==> config.mk <==
export PLATFORM = sky130hd
export DESIGN_NAME = nibble_add_sequencer_flat
export DESIGN_NICKNAME = d
export VERILOG_FILES = /design/src/rtl/nibble_add_pkg.sv /design/src/rtl/nibble_add_sequencer_if.sv /design/src/rtl/nibble_add_sequencer_csel_add4.sv /design/src/rtl/nibble_add_sequencer.sv /design/src/flat_wrapper.sv
export SDC_FILE = /design/constraint.sdc
export NUM_CORES = 1
export LEC_CHECK = 0
export ABC_AREA = 1
export CAP_MARGIN = 20
export CORE_MARGIN = 5
export CORE_UTILIZATION = 55
export DETAILED_ROUTE_END_ITERATION = 12
export GPL_TIMING_DRIVEN = 0
export PLACE_DENSITY = 0.85
export RECOVER_POWER = 100
export SETUP_SLACK_MARGIN = 0.15
export SLEW_MARGIN = 20
export SYNTH_ARGS = -nofsm -noshare
export SYNTH_HDL_FRONTEND = slang
export SYNTH_HIERARCHICAL = 1
export SYNTH_SLANG_ARGS = --single-unit
==> constraint.sdc <==
create_clock -name clk -period 7.6 [get_ports clk]
set_input_delay 0.76 -clock clk [delete_from_list [all_inputs] [get_ports clk]]
set_output_delay 0.76 -clock clk [all_outputs]
set_load 0.01 [all_outputs]
==> src/rtl/nibble_add_pkg.sv <==
// Shared types and helpers for the serial nibble adder.
// Optional subtract mode is enabled by NIBBLE_ADD_SUB_EN.
package nibble_add_pkg;

  localparam int SLICE_W = 4;

  typedef enum logic [1:0] {
    S_IDLE = 2'd0,
    S_RUN  = 2'd1,
    S_DONE = 2'd2
  } state_e;

  function automatic int idx_width(input int width);
    int n;
    n = width / SLICE_W;
    return (n > 1) ? $clog2(n) : 1;
  endfunction

endpackage

==> src/rtl/nibble_add_sequencer_if.sv <==
// Operand/result handshake bundle for nibble_add_sequencer.
// NIBBLE_ADD_SUB_EN adds the sub request bit.
interface nibble_add_sequencer_if #(
  parameter int WIDTH = 16
);

  logic             in_valid;
  logic             in_ready;
  logic [WIDTH-1:0] op_a;
  logic [WIDTH-1:0] op_b;
  logic             cin;
  logic             out_valid;
  logic             out_ready;
  logic [WIDTH-1:0] sum;
  logic             cout;
  logic             busy;
`ifdef NIBBLE_ADD_SUB_EN
  logic             sub;
`endif

  modport master (
`ifdef NIBBLE_ADD_SUB_EN
    output sub,
`endif
    output in_valid,
    output op_a,
    output op_b,
    output cin,
    output out_ready,
    input  in_ready,
    input  out_valid,
    input  sum,
    input  cout,
    input  busy
  );

  modport slave (
`ifdef NIBBLE_ADD_SUB_EN
    input  sub,
`endif
    input  in_valid,
    input  op_a,
    input  op_b,
    input  cin,
    input  out_ready,
    output in_ready,
    output out_valid,
    output sum,
    output cout,
    output busy
  );

endinterface

==> src/rtl/nibble_add_sequencer_csel_add4.sv <==
// 4-bit carry-select slice: both carry-in cases ripple in
// parallel, the real carry-in only picks the result.
module csel_add4 (
  input  logic [3:0] a,
  input  logic [3:0] b,
  input  logic       ci,
  output logic [3:0] s,
  output logic       co
);

  logic [4:0] w_c0;
  logic [4:0] w_c1;
  logic [3:0] w_s0;
  logic [3:0] w_s1;

  always_comb begin
    w_c0    = '0;
    w_c1    = '0;
    w_s0    = '0;
    w_s1    = '0;
    w_c1[0] = 1'b1;
    for (int i = 0; i < 4; i++) begin
      w_s0[i]   = a[i] ^ b[i] ^ w_c0[i];
      w_c0[i+1] = (a[i] & b[i]) | (w_c0[i] & (a[i] ^ b[i]));
      w_s1[i]   = a[i] ^ b[i] ^ w_c1[i];
      w_c1[i+1] = (a[i] & b[i]) | (w_c1[i] & (a[i] ^ b[i]));
    end
  end

  assign s  = ci ? w_s1 : w_s0;
  assign co = ci ? w_c1[4] : w_c0[4];

endmodule

==> src/rtl/nibble_add_sequencer.sv <==
// Serial WIDTH-bit adder: one shared 4-bit slice, LSB nibble first.
// Define NIBBLE_ADD_SUB_EN for the A-B mode via the sub bit.
module nibble_add_sequencer
  import nibble_add_pkg::*;
#(
  parameter int WIDTH = 16
) (
  input logic              clk,
  input logic              rst_n,
  nibble_add_sequencer_if.slave bus
);

  localparam int NS = WIDTH / SLICE_W;
  localparam int IW = idx_width(WIDTH);

  localparam logic [1:0] ST_IDLE = 2'(S_IDLE);
  localparam logic [1:0] ST_RUN  = 2'(S_RUN);
  localparam logic [1:0] ST_DONE = 2'(S_DONE);

  if ((WIDTH % SLICE_W) != 0 || WIDTH < SLICE_W) begin : g_bad_width
    $error("nibble_add_sequencer: WIDTH must be a multiple of 4, >= 4");
  end

  logic [1:0]       r_state;
  logic [WIDTH-1:0] r_a;
  logic [WIDTH-1:0] r_b;
  logic [WIDTH-1:0] r_sum;
  logic             r_carry;
  logic             r_cout;
  logic [IW-1:0]    r_idx;
`ifdef NIBBLE_ADD_SUB_EN
  logic             r_sub;
`endif

  logic [3:0] w_an;
  logic [3:0] w_bn;
  logic [3:0] w_s;
  logic       w_co;
  logic       w_last;
  logic       w_acc;
  logic       w_cin0;

  always_comb begin
    w_an = '0;
    w_bn = '0;
    for (int i = 0; i < NS; i++) begin
      if (r_idx == IW'(i)) begin
        w_an = r_a[i*SLICE_W +: SLICE_W];
        w_bn = r_b[i*SLICE_W +: SLICE_W];
      end
    end
`ifdef NIBBLE_ADD_SUB_EN
    if (r_sub) w_bn = ~w_bn;
`endif
  end

`ifdef NIBBLE_ADD_SUB_EN
  // Two's complement: invert B, inject the +1 as the first carry.
  assign w_cin0 = bus.sub ? 1'b1 : bus.cin;
`else
  assign w_cin0 = bus.cin;
`endif

  assign w_last = (r_idx == IW'(NS - 1));
  assign w_acc  = bus.in_valid && (r_state == ST_IDLE);

  csel_add4 u_slice (
    .a  (w_an),
    .b  (w_bn),
    .ci (r_carry),
    .s  (w_s),
    .co (w_co)
  );

  always_ff @(posedge clk or negedge rst_n) begin
    if (!rst_n) begin
      r_state <= ST_IDLE;
      r_a     <= '0;
      r_b     <= '0;
      r_sum   <= '0;
      r_carry <= 1'b0;
      r_cout  <= 1'b0;
      r_idx   <= '0;
`ifdef NIBBLE_ADD_SUB_EN
      r_sub   <= 1'b0;
`endif
    end else begin
      unique case (r_state)
        ST_IDLE: begin
          if (w_acc) begin
            r_a     <= bus.op_a;
            r_b     <= bus.op_b;
            r_carry <= w_cin0;
            r_idx   <= '0;
`ifdef NIBBLE_ADD_SUB_EN
            r_sub   <= bus.sub;
`endif
            r_state <= ST_RUN;
          end
        end
        ST_RUN: begin
          for (int i = 0; i < NS; i++) begin
            if (r_idx == IW'(i)) r_sum[i*SLICE_W +: SLICE_W] <= w_s;
          end
          r_carry <= w_co;
          if (w_last) begin
            r_cout  <= w_co;
            r_state <= ST_DONE;
          end else begin
            r_idx <= r_idx + IW'(1);
          end
        end
        ST_DONE: begin
          if (bus.out_ready) r_state <= ST_IDLE;
        end
        default: r_state <= ST_IDLE;
      endcase
    end
  end

  assign bus.in_ready  = (r_state == ST_IDLE);
  assign bus.out_valid = (r_state == ST_DONE);
  assign bus.busy      = (r_state != ST_IDLE);
  assign bus.sum       = r_sum;
  assign bus.cout      = r_cout;

endmodule

==> src/flat_wrapper.sv <==
// flat-port wrapper written by rule: the top's interface ports become plain ports
module nibble_add_sequencer_flat import nibble_add_pkg::*;
#(
  parameter int WIDTH = 16
)
  (clk, rst_n, bus_in_valid, bus_op_a, bus_op_b, bus_cin, bus_out_ready, bus_in_ready, bus_out_valid, bus_sum, bus_cout, bus_busy);
  nibble_add_sequencer_if #(.WIDTH(WIDTH)) bus_i ();
  input logic clk;
  input logic rst_n;
  input wire logic [$bits(bus_i.in_valid)-1:0] bus_in_valid;
  input wire logic [$bits(bus_i.op_a)-1:0] bus_op_a;
  input wire logic [$bits(bus_i.op_b)-1:0] bus_op_b;
  input wire logic [$bits(bus_i.cin)-1:0] bus_cin;
  input wire logic [$bits(bus_i.out_ready)-1:0] bus_out_ready;
  output wire logic [$bits(bus_i.in_ready)-1:0] bus_in_ready;
  output wire logic [$bits(bus_i.out_valid)-1:0] bus_out_valid;
  output wire logic [$bits(bus_i.sum)-1:0] bus_sum;
  output wire logic [$bits(bus_i.cout)-1:0] bus_cout;
  output wire logic [$bits(bus_i.busy)-1:0] bus_busy;
  assign bus_i.in_valid = bus_in_valid;
  assign bus_i.op_a = bus_op_a;
  assign bus_i.op_b = bus_op_b;
  assign bus_i.cin = bus_cin;
  assign bus_i.out_ready = bus_out_ready;
  assign bus_in_ready = bus_i.in_ready;
  assign bus_out_valid = bus_i.out_valid;
  assign bus_sum = bus_i.sum;
  assign bus_cout = bus_i.cout;
  assign bus_busy = bus_i.busy;
  nibble_add_sequencer #(.WIDTH(WIDTH)) u_core (.clk(clk), .rst_n(rst_n), .bus(bus_i));
endmodule
==> results.json, run 1 <==
{
  "p_leak_uw": 0.00179,
  "fin_crit_sh": 0.467,
  "die_area_um2": 6360,
  "violations": "capacitance limit, slew limit",
  "antennaDiodeCount": 0,
  "wire_per_inst_um": 12.6,
  "finalSetupViolCount": 0,
  "hold_class": "reg -> reg",
  "postRouteAntennaNets": 0,
  "grt_pass1_vias": 2263,
  "relSlewSlack": -0.825,
  "max-vdd-ir-drop_uv": 207,
  "post_cts_buffers": 0,
  "crit_type": "reg -> reg",
  "yosys-top-cells-count": "nand2_1 (130), dfrtp_1 (54), nand3_1 (46)",
  "clk_pin_slew_worst_paths_ns": 0.09,
  "hold_viol_final": 0,
  "seq_area_frac_synth": 0.505,
  "place_congestion": 0.857,
  "endpoint_kind": "flop",
  "ctsResizeCount": 0,
  "port_buffers": 55,
  "total_power_uw": 1450,
  "cts_sinks": 54,
  "worst_pin_slew_ns": 2.74,
  "syn_area_um2": 2670,
  "grt_overflow": 0,
  "slew_viol_final": 55,
  "routed_via_density": 5.00,
  "synth-seq-cells": 54,
  "syn-instance-count": 330,
  "fin_skew_ns": 0.00425,
  "die_w_um": 79.7,
  "vias": 2301,
  "grt_first_pass_wirelength_um": 10100,
  "cts_tree": "done",
  "io_pins": 57,
  "antenna_found_initial": 0,
  "ctsHoldBuffers": 0,
  "dpl.hpwl_um": 4410,
  "drc_errors": 0,
  "routed_wl_um": 5790,
  "power.density_nw_per_um2": 430,
  "grt_max_degree": 55,
  "fmaxAchievable_mhz": 282,
  "cts_buffers": 5,
  "outcome": "finished, violations left",
  "yosysTopAreaCellShare": 0.505,
  "gr-usage-all-layers": 0.200,
  "postSynthAreaPerCell_um2": 8.10,
  "ys_warn_count": 6,
  "nets": 438,
  "synthTopCellsByArea": "dfrtp_1 (51%), nand2_1 (18%), nand3_1 (8.6%)",
  "finalSetupTns_ns": 0,
  "start_util": 0.566,
  "areaGrowthSynthToFinish_pct": 26.0,
  "drtPass1Iterations": 4,
  "cts_buffer_depth": 2,
  "fin_crit_ns": 3.55,
  "maxCapViolations": 1,
  "ys.flop_type": "dfrtp_1",
  "rsz0062_at_grt": "false",
  "synth_largest_area_cell": "dfrtp_1",
  "insertion_delay_ns": 0.30,
  "synthMostInstantiatedCell": "nand2_1",
  "layout-drive-gt1-share": 0.0534,
  "critPathArrivalTime_ns": 3.77,
  "synth_edf_count": 0,
  "first_iter_violations": 187,
  "synth.distinct_cells": 18,
  "synthesis.nets": 376,
  "core-area_um2": 4720,
  "die_h_um": 79.7,
  "critPathLaunchType": "flop",
  "cts.htree.levels": 2,
  "cts.root.buffer_cell": "clkbuf_8",
  "crit_fanout": 10,
  "rows": 25,
  "worstPathRequired_ns": 7.83,
  "synth-async-reset-ratio": 1.00
}
==> kinds of logic (layout without fill, tap and decap cells) <==
kind of cell / after synthesis / in the layout / share of synthesized area
AOI/OAI and AO/OA: 33 / 33 / 0.0618
DFF: 54 / 54 / 0.505
adders and majority gates: 9 / 9 / 0.0505
and+or+nand+nor: 185 / 185 / 0.305
buffers and inverters: 49 / 112 / 0.0772
==> metal layers <==
| layer | wire [um] | GRT usage | vias up | share of wire |
|---|---|---|---|---|
| met3 | 353 | 0.0372 | 7 | 0.061 |
| met4 | 65 | 0.0790 | 0 | 0.011 |
| met2 | 2810 | 0.338 | 67 | 0.49 |
| met1 | 2550 | 0.253 | 1069 | 0.44 |
| met5 | 0 | 0 | - | 0 |
| li1 | - | - | 1158 | - |
==> stage by stage <==
step / hold slack, ns / util / instance area (um^2) / cells / setup slack [ns]
6_report: 0.481 / 0.713 / 3370 / 460 / 4.05
5_1_grt: 0.494 / 0.713 / 3370 / 460 / 3.71
3_5_place_dp: 0.458 / 0.700 / 3310 / 452 / 4.28
2_1_floorplan: 0.442 / - / 2670 / 330 / 4.69
4_1_cts: 0.480 / 0.720 / 3400 / 460 / 4.26
3_3_place_gp: 0.454 / 0.700 / 3310 / 452 / 4.24
==> cell type report <==
type | count | area [um^2]
well taps | 67 | 83.8
clock inverters | 2 | 12.5
inverters | 33 | 124
repair buffers | 55 | 544
clock buffers | 6 | 82.6
plain buffers | 16 | 68.8
flip-flops and latches | 54 | 1350
multi-input cells | 227 | 1100
fillers | 376 | 1360
==> placed cells by master, fill, tap and decap left out, types with 7 or more instances in the layout <==
cell,Yosys,routed
nand3_1,46,46
o21ai_0,12,17
buf_2,9,7
inv_1,32,32
clkbuf_1,4,10
clkdlybuf4s50_1,0,35
a21oi_1,16,16
nand2_1,130,131
dfrtp_1,54,54
dlygate4sd3_1,0,19
==> final timing paths <==
| kind | cells after the start | start | endpoint | slack (ns) |
|---|---|---|---|---|
| setup / recovery | 16 | u_core/r_idx[0]$_DFFE_PN0P_ | u_core/bus.sum[11]$_DFFE_PN0P_ | 4.05 |
| hold / removal | 2 | u_core/r_a[10]$_DFFE_PN0P_ | u_core/r_a[10]$_DFFE_PN0P_ | 0.48 |
| setup reg to reg | 16 | u_core/r_idx[0]$_DFFE_PN0P_ | u_core/bus.sum[11]$_DFFE_PN0P_ | 4.05 |
| hold reg to reg | 2 | u_core/r_a[10]$_DFFE_PN0P_ | u_core/r_a[10]$_DFFE_PN0P_ | 0.48 |
| max in group asynchronous | 1 | rst_n | u_core/r_b[14]$_DFFE_PN0P_ | 4.75 |
| min in group asynchronous | 1 | rst_n | u_core/r_b[2]$_DFFE_PN0P_ | 1.32 |
==> sequential cells by signal, summed over array words and instances, names as in the netlist <==
signal	flops
u_core/r_a	16
u_core/r_carry	1
u_core/r_state	2
u_core/bus.cout	1
u_core/bus.sum	16
u_core/r_b	16
u_core/r_idx	2
==> critical path, stage by stage (launching register included) <==
cell and delay, ns:
dfrtp_1 0.41, ha_1 0.16, clkbuf_1 0.44, clkbuf_1 0.44, a21oi_1 0.09, nand2_1 0.09
nand2_1 0.07, ha_1 0.17, o21ai_0 0.20, fa_1 0.22, inv_1 0.05, fa_1 0.36
inv_1 0.08, fa_1 0.40, inv_1 0.06, inv_1 0.06, o21ai_0 0.17
==> power breakdown <==
group | internal, uW | switching [uW]
combinational | 288 | 495
clock | 73.4 | 90.9
sequential | 423 | 77.4
total | 784 | 664
(Power assumes the default switching activity.)
==> run 2: changes to the inputs <==
--- a/config.mk
+++ b/config.mk
@@ -8,10 +8,10 @@
 export ABC_AREA = 1
 export CAP_MARGIN = 20
 export CORE_MARGIN = 5
-export CORE_UTILIZATION = 55
+export CORE_UTILIZATION = 46
 export DETAILED_ROUTE_END_ITERATION = 12
 export GPL_TIMING_DRIVEN = 0
-export PLACE_DENSITY = 0.85
+export PLACE_DENSITY = 0.76
 export RECOVER_POWER = 100
 export SETUP_SLACK_MARGIN = 0.15
 export SLEW_MARGIN = 20
==> constraint.sdc (replaced) <==
create_clock -name clk -period 3.1 [get_ports clk]
set_input_delay 0.31 -clock clk [delete_from_list [all_inputs] [get_ports clk]]
set_output_delay 0.31 -clock clk [all_outputs]
set_load 0.01 [all_outputs]
==> results.json, run 2 (same netlist as run 1, synthesis figures left out) <==
{
  "outcome": "complete, no violations",
  "crit_type": "reg -> reg",
  "postRouteAntennaNets": 0,
  "routed_via_density": 4.96,
  "whs_ns": 0.269,
  "cts.htree.levels": 2,
  "fin_skew_ns": 0.00491,
  "slew_viol_final": 0,
  "place_congestion": 0.839,
  "drc_errors": 0,
  "ctsHoldBuffers": 0,
  "fin_crit_ns": 3.00,
  "cts_buffers": 5,
  "routed_wl_um": 6370,
  "insertion_delay_ns": 0.31,
  "fmaxAchievable_mhz": 333,
  "clk_pin_slew_worst_paths_ns": 0.09,
  "post-route-util": 0.647,
  "critPathLaunchType": "flop",
  "cts_sinks": 54,
  "layout-drive-gt1-share": 0.158,
  "layout_commonest_cell": "nand2_1",
  "dpl.hpwl_um": 4500,
  "cts_tree": "done",
  "cts_buffer_depth": 2,
  "io_pins": 57,
  "die_area_um2": 7440,
  "start_util": 0.480,
  "wire_per_inst_um": 13.4,
  "rsz0062_at_grt": "true",
  "finalSetupViolCount": 0,
  "vias": 2361,
  "core-area_um2": 5570,
  "areaGrowthSynthToFinish_pct": 34.9,
  "worstPathRequired_ns": 3.34,
  "hold_viol_final": 0,
  "worst_pin_slew_ns": 1.32,
  "hold_class": "in -> async",
  "crit_fanout": 6,
  "grt_overflow": 0,
  "maxCapViolations": 0,
  "final_cell_mix": "nand2_1 (128), dfrtp_1 (53), nand3_1 (44)",
  "drtPass1Iterations": 5,
  "grt_pass1_vias": 2356,
  "p_leak_uw": 0.00186,
  "max_stage_delay_ns": 0.44,
  "die_w_um": 86.2,
  "power.density_nw_per_um2": 1110,
  "multi_input_area_um2": 1190,
  "grt_max_degree": 55,
  "antenna_found_initial": 0,
  "max-vdd-ir-drop_uv": 533,
  "slowest_stage": "dfrtp_1",
  "antennaDiodeCount": 0,
  "first_iter_violations": 120,
  "grt_first_pass_wirelength_um": 10700,
  "worstPathCellList": "inv_2 > ha_4 > buf_6 > clkinvlp_4 > nand3_2 > nand2_1 > nand2_1 > nand2_1 > inv_1 > ha_2 > nand2_2 > o21ai_2 > fa_2 > inv_2 > fa_2 > inv_2 > fa_1 > inv_1 > inv_2 > o21ai_2",
  "critPathArrivalTime_ns": 3.24,
  "die_h_um": 86.2,
  "fin_crit_sh": 0.968,
  "gr-usage-all-layers": 0.182,
  "relSlewSlack": 0.118,
  "cp_common_cell": "inv_2",
  "rows": 27,
  "endpoint_kind": "flop",
  "nets": 450,
  "cts.root.buffer_cell": "clkbuf_8",
  "port_buffers": 55,
  "nFillCells": 498,
  "seq_area_um2": 1350
}
==> run 2: final timing paths <==
kind	from	end	slack, ns	cells after the start
min	rst_n	u_core/r_b[7]$_DFFE_PN0P_	0.27	1
min in group clk	bus_in_valid	u_core/r_b[1]$_DFFE_PN0P_	0.28	3
max	u_core/r_idx[1]$_DFFE_PN0P_	u_core/bus.sum[15]$_DFFE_PN0P_	0.1	20
max reg2reg	u_core/r_idx[1]$_DFFE_PN0P_	u_core/bus.sum[15]$_DFFE_PN0P_	0.1	20
min reg2reg	u_core/r_a[14]$_DFFE_PN0P_	u_core/r_a[14]$_DFFE_PN0P_	0.48	2
max in group asynchronous	rst_n	u_core/r_idx[0]$_DFFE_PN0P_	1.93	1
==> run 2: routing by layer <==
| layer | share of wire | track usage |
|---|---|---|
| met1 | 0.44 | 0.237 |
| met3 | 0.054 | 0.0352 |
| met5 | 0 | 0 |
| met2 | 0.49 | 0.310 |
| met4 | 0.011 | 0.0524 |
==> run 2: where the power goes <==
part | internal (uW) | switching, uW | leakage [uW]
clock network | 156 | 216 | 0.0000383
logic | 947 | 1420 | 0.00115
registers | 1040 | 213 | 0.000674
total | 2140 | 1850 | 0.00186
==> run 2: per-stage QoR <==
step	setup WS (ns)	cells	area, um^2	setup TNS, ns	total power [uW]
3_5_place_dp	-0.219	457	3310	-0.986	3270
6_report	0.0992	476	3610	0	3990
2_1_floorplan	0.186	330	2670	0	2550
4_1_cts	0.100	475	3590	0	3940
5_1_grt	-0.0615	476	3610	-0.172	4360
3_3_place_gp	-0.103	457	3310	-0.401	3190
==> run 2: worst max-delay path: cells and delay by family, from the launching register on <==
kind                       cells  cell delay, ns
adders and majority gates      5            1.24
DFF                            1            0.44
buffers and inverters          8            0.69
and+or+nand+nor                5            0.35
AOI/OAI and AO/OA              2            0.20
==> run 2: final cells by class <==
type	count	area share
repair buffers	67	0.180
multi-input cells	227	0.329
plain buffers	16	0.0344
well taps	72	0.0250
clock buffers	7	0.0212
inverters	33	0.0354
flip-flops and latches	54	0.375
==> run 2: repair_timing <==
action	CTS	global route
hold endpoints to repair	0	0
setup endpoints to repair	10	9
setup buffers	11	1
resized for setup	40	7
pin swaps	13	10
==> run 3: changes to the inputs <==
--- a/config.mk
+++ b/config.mk
@@ -5,14 +5,14 @@
 export SDC_FILE = /design/constraint.sdc
 export NUM_CORES = 1
 export LEC_CHECK = 0
-export ABC_AREA = 1
 export CAP_MARGIN = 20
 export CORE_MARGIN = 5
-export CORE_UTILIZATION = 46
+export CORE_UTILIZATION = 45
 export DETAILED_ROUTE_END_ITERATION = 12
 export GPL_TIMING_DRIVEN = 0
-export PLACE_DENSITY = 0.76
+export PLACE_DENSITY = 0.75
 export RECOVER_POWER = 100
+export REMOVE_ABC_BUFFERS = 1
 export SETUP_SLACK_MARGIN = 0.15
 export SLEW_MARGIN = 20
 export SYNTH_ARGS = -nofsm -noshare
==> results.json, run 3 <==
{
  "outcome": "finished, violations left",
  "violations": "setup timing",
  "crit_type": "reg -> reg",
  "critical-path-top-delay-family": "adder cells",
  "synth_xor_xnor_area_share": 0.00337,
  "synth_largest_area_cell": "dfrtp_1",
  "ctsHoldBuffers": 0,
  "grt_use_met1": 0.188,
  "synth.distinct_cells": 31,
  "cts.root.buffer_cell": "clkbuf_8",
  "drc_errors": 0,
  "drtPass1Iterations": 4,
  "antennaDiodeCount": 0,
  "cts_buffers": 5,
  "nets": 302,
  "synthMostInstantiatedCell": "dfrtp_1",
  "postSynthAreaPerCell_um2": 13.6,
  "critPathBufInv": 5,
  "synth_edf_count": 0,
  "worstPathCellList": "buf_6 > ha_4 > nand3b_1 > a31oi_4 > buf_4 > ha_2 > o21ai_2 > fa_2 > inv_2 > fa_2 > inv_2 > fa_2 > inv_2 > mux2_4",
  "max-vdd-ir-drop_uv": 492,
  "die_area_um2": 7400,
  "routed_wl_um": 5320,
  "cts_sinks": 54,
  "synth-seq-cells": 54,
  "syn-instance-count": 191,
  "postRouteAntennaNets": 0,
  "areaGrowthSynthToFinish_pct": 30.3,
  "worstPathRequired_ns": 3.29,
  "grt_first_pass_wirelength_um": 8750,
  "synth-adder-area-share": 0.0520,
  "first_iter_violations": 51,
  "io_pins": 57,
  "r2r_slack_ns": -0.04,
  "layout-drive-gt1-share": 0.215,
  "gr-usage-met2": 0.259,
  "fmaxAchievable_mhz": 318,
  "hold_viol_final": 0,
  "cts.htree.levels": 2,
  "die_w_um": 86.0,
  "fin_crit_ns": 3.14,
  "endpoint_kind": "flop",
  "core-area_um2": 5570,
  "grt_overflow": 0,
  "gr-usage-all-layers": 0.150,
  "grt_busiest_layer": "met2",
  "yosys-top-cells-count": "dfrtp_1 (54), mux2_4 (30), mux2_1 (19)",
  "cts_buffer_depth": 2,
  "routed_via_density": 5.10,
  "maxCapViolations": 0,
  "rsz0062_at_grt": "true",
  "yosysTopAreaCellShare": 0.520,
  "synth_compound_area_frac": 0.0741,
  "rows": 27,
  "vias": 1673,
  "start_util": 0.466,
  "fin_crit_sh": 1.01,
  "timing.final.ws_setup_ns": -0.0407,
  "layout_commonest_cell": "dfrtp_1",
  "seq_area_frac_synth": 0.520,
  "ys.flop_type": "dfrtp_1",
  "synthTopCellsByArea": "dfrtp_1 (52%), mux2_4 (17%), mux2_1 (8.2%)",
  "wire_per_inst_um": 16.2,
  "grt_pass1_vias": 1827,
  "crit_start": "u_core/r_idx[0]$_DFFE_PN0P_",
  "slowest_stage": "fa_2",
  "die_h_um": 86.0,
  "grt_max_degree": 55,
  "synth_top_family_by_area": "multiplexers",
  "p_leak_uw": 0.00146,
  "finalSetupViolCount": 4,
  "critPathArrivalTime_ns": 3.33,
  "muxShareOfSynthArea": 0.256,
  "fin_skew_ns": 0.00584,
  "dpl.hpwl_um": 3650,
  "cts_tree": "done",
  "ys_warn_count": 6,
  "syn_area_um2": 2600,
  "clk_pin_slew_worst_paths_ns": 0.09,
  "synth_simple_gate_area_frac": 0.0472,
  "grt_use_met3": 0.0327,
  "worst_pin_slew_ns": 1.36,
  "nFillCells": 468,
  "r2r-start": "u_core/r_idx[0]$_DFFE_PN0P_",
  "critPathLaunchType": "flop",
  "final_cell_mix": "dfrtp_1 (52), mux2_1 (41), clkdlybuf4s50_1 (35)",
  "crit_fanout": 7,
  "port_buffers": 56,
  "place_congestion": 0.758,
  "total_power_uw": 3920,
  "slew_viol_final": 0,
  "antenna_found_initial": 0,
  "whs_ns": 0.274,
  "insertion_delay_ns": 0.30,
  "relSlewSlack": 0.0958,
  "synth-async-reset-ratio": 1.00,
  "power.density_nw_per_um2": 1160,
  "max_stage_delay_ns": 0.54,
  "hold_class": "in -> async"
}
[run 3: cell types whose count changed in the layout (fill, tap and decap cells not counted), moves of 5 or more]
cell,change
nand2_1,-121
nand3_1,-43
mux2_1,+41
inv_1,-16
clkbuf_1,-8
o21ai_0,-8
mux2_4,+8
a22oi_1,+6
o22ai_1,+7
a21oi_1,-5
buf_4,-5
[run 3: report_power, final]
group / internal (uW) / switching [uW] / leakage (uW)
clock: 157 / 221 / 0.0000444
sequential: 1080 / 230 / 0.000639
combinational: 1160 / 1080 / 0.000779
[run 3: kinds of logic after synthesis]
group	Yosys count
buffers and inverters	25
muxes	49
adders and majority gates	9
AOI/OAI and AO/OA	30
and+or+nand+nor	23
xor gates and xnor gates	1
DFF	54
[run 3: final timing paths]
check                                                       to  cells past startpoint
worst min-delay path                u_core/r_b[13]$_DFFE_PN0P_                      1
max in group asynchronous          u_core/r_idx[0]$_DFFE_PN0P_                      1
worst max-delay path            u_core/bus.sum[15]$_DFFE_PN0P_                     14
min in group clk                 u_core/bus.sum[6]$_DFFE_PN0P_                      1
worst max register to register  u_core/bus.sum[15]$_DFFE_PN0P_                     14
worst min register to register   u_core/bus.sum[6]$_DFFE_PN0P_                      1
[run 3: layout make-up]
| cell class | instances | area, um^2 | area share |
|---|---|---|---|
| Clock inverter | 2 | 13.8 | 0.00407 |
| Timing Repair Buffer | 65 | 624 | 0.184 |
| Clock buffer | 5 | 68.8 | 0.0203 |
| Sequential cell | 54 | 1350 | 0.400 |
| Multi-Input combinational cell | 112 | 1160 | 0.343 |
| Tap cell | 72 | 90.1 | 0.0266 |
| Inverter | 18 | 72.6 | 0.0214 |
[run 3: worst reg2reg max path, cell delays in order, from the launching register on]
cell and delay, ns:
dfrtp_2 0.47, buf_6 0.14, ha_4 0.19, nand3b_1 0.21, a31oi_4 0.21, buf_4 0.14, ha_2 0.16, o21ai_2 0.06
fa_2 0.34, inv_2 0.06, fa_2 0.18, inv_2 0.04, fa_2 0.54, inv_2 0.05, mux2_4 0.26
[run 3: repair_timing]
| action | CTS | global route |
|---|---|---|
| setup endpoints to repair | 14 | 10 |
| gates cloned | 0 | 0 |
| buffers inserted | 7 | 1 |
| pin swaps | 4 | 3 |
| gates resized for setup | 30 | 17 |
[run 3: routing by layer]
layer,up-vias,wire length (um)
met5,-,0
met4,0,40
met3,2,232
met2,33,2730
met1,841,2310
li1,797,-
[run 3: metrics by stage]
stage,std cells,setup WS (ns),setup TNS [ns],instance area [um^2],util
2_1_floorplan,184,-0.127,-0.506,2540,-
3_3_place_gp,312,-0.594,-4.21,3190,0.573
3_5_place_dp,313,-0.644,-4.77,3220,0.578
4_1_cts,327,0.00802,0,3450,0.619
5_1_grt,328,-0.143,-0.566,3390,0.607
6_report,328,-0.0407,-0.157,3390,0.607
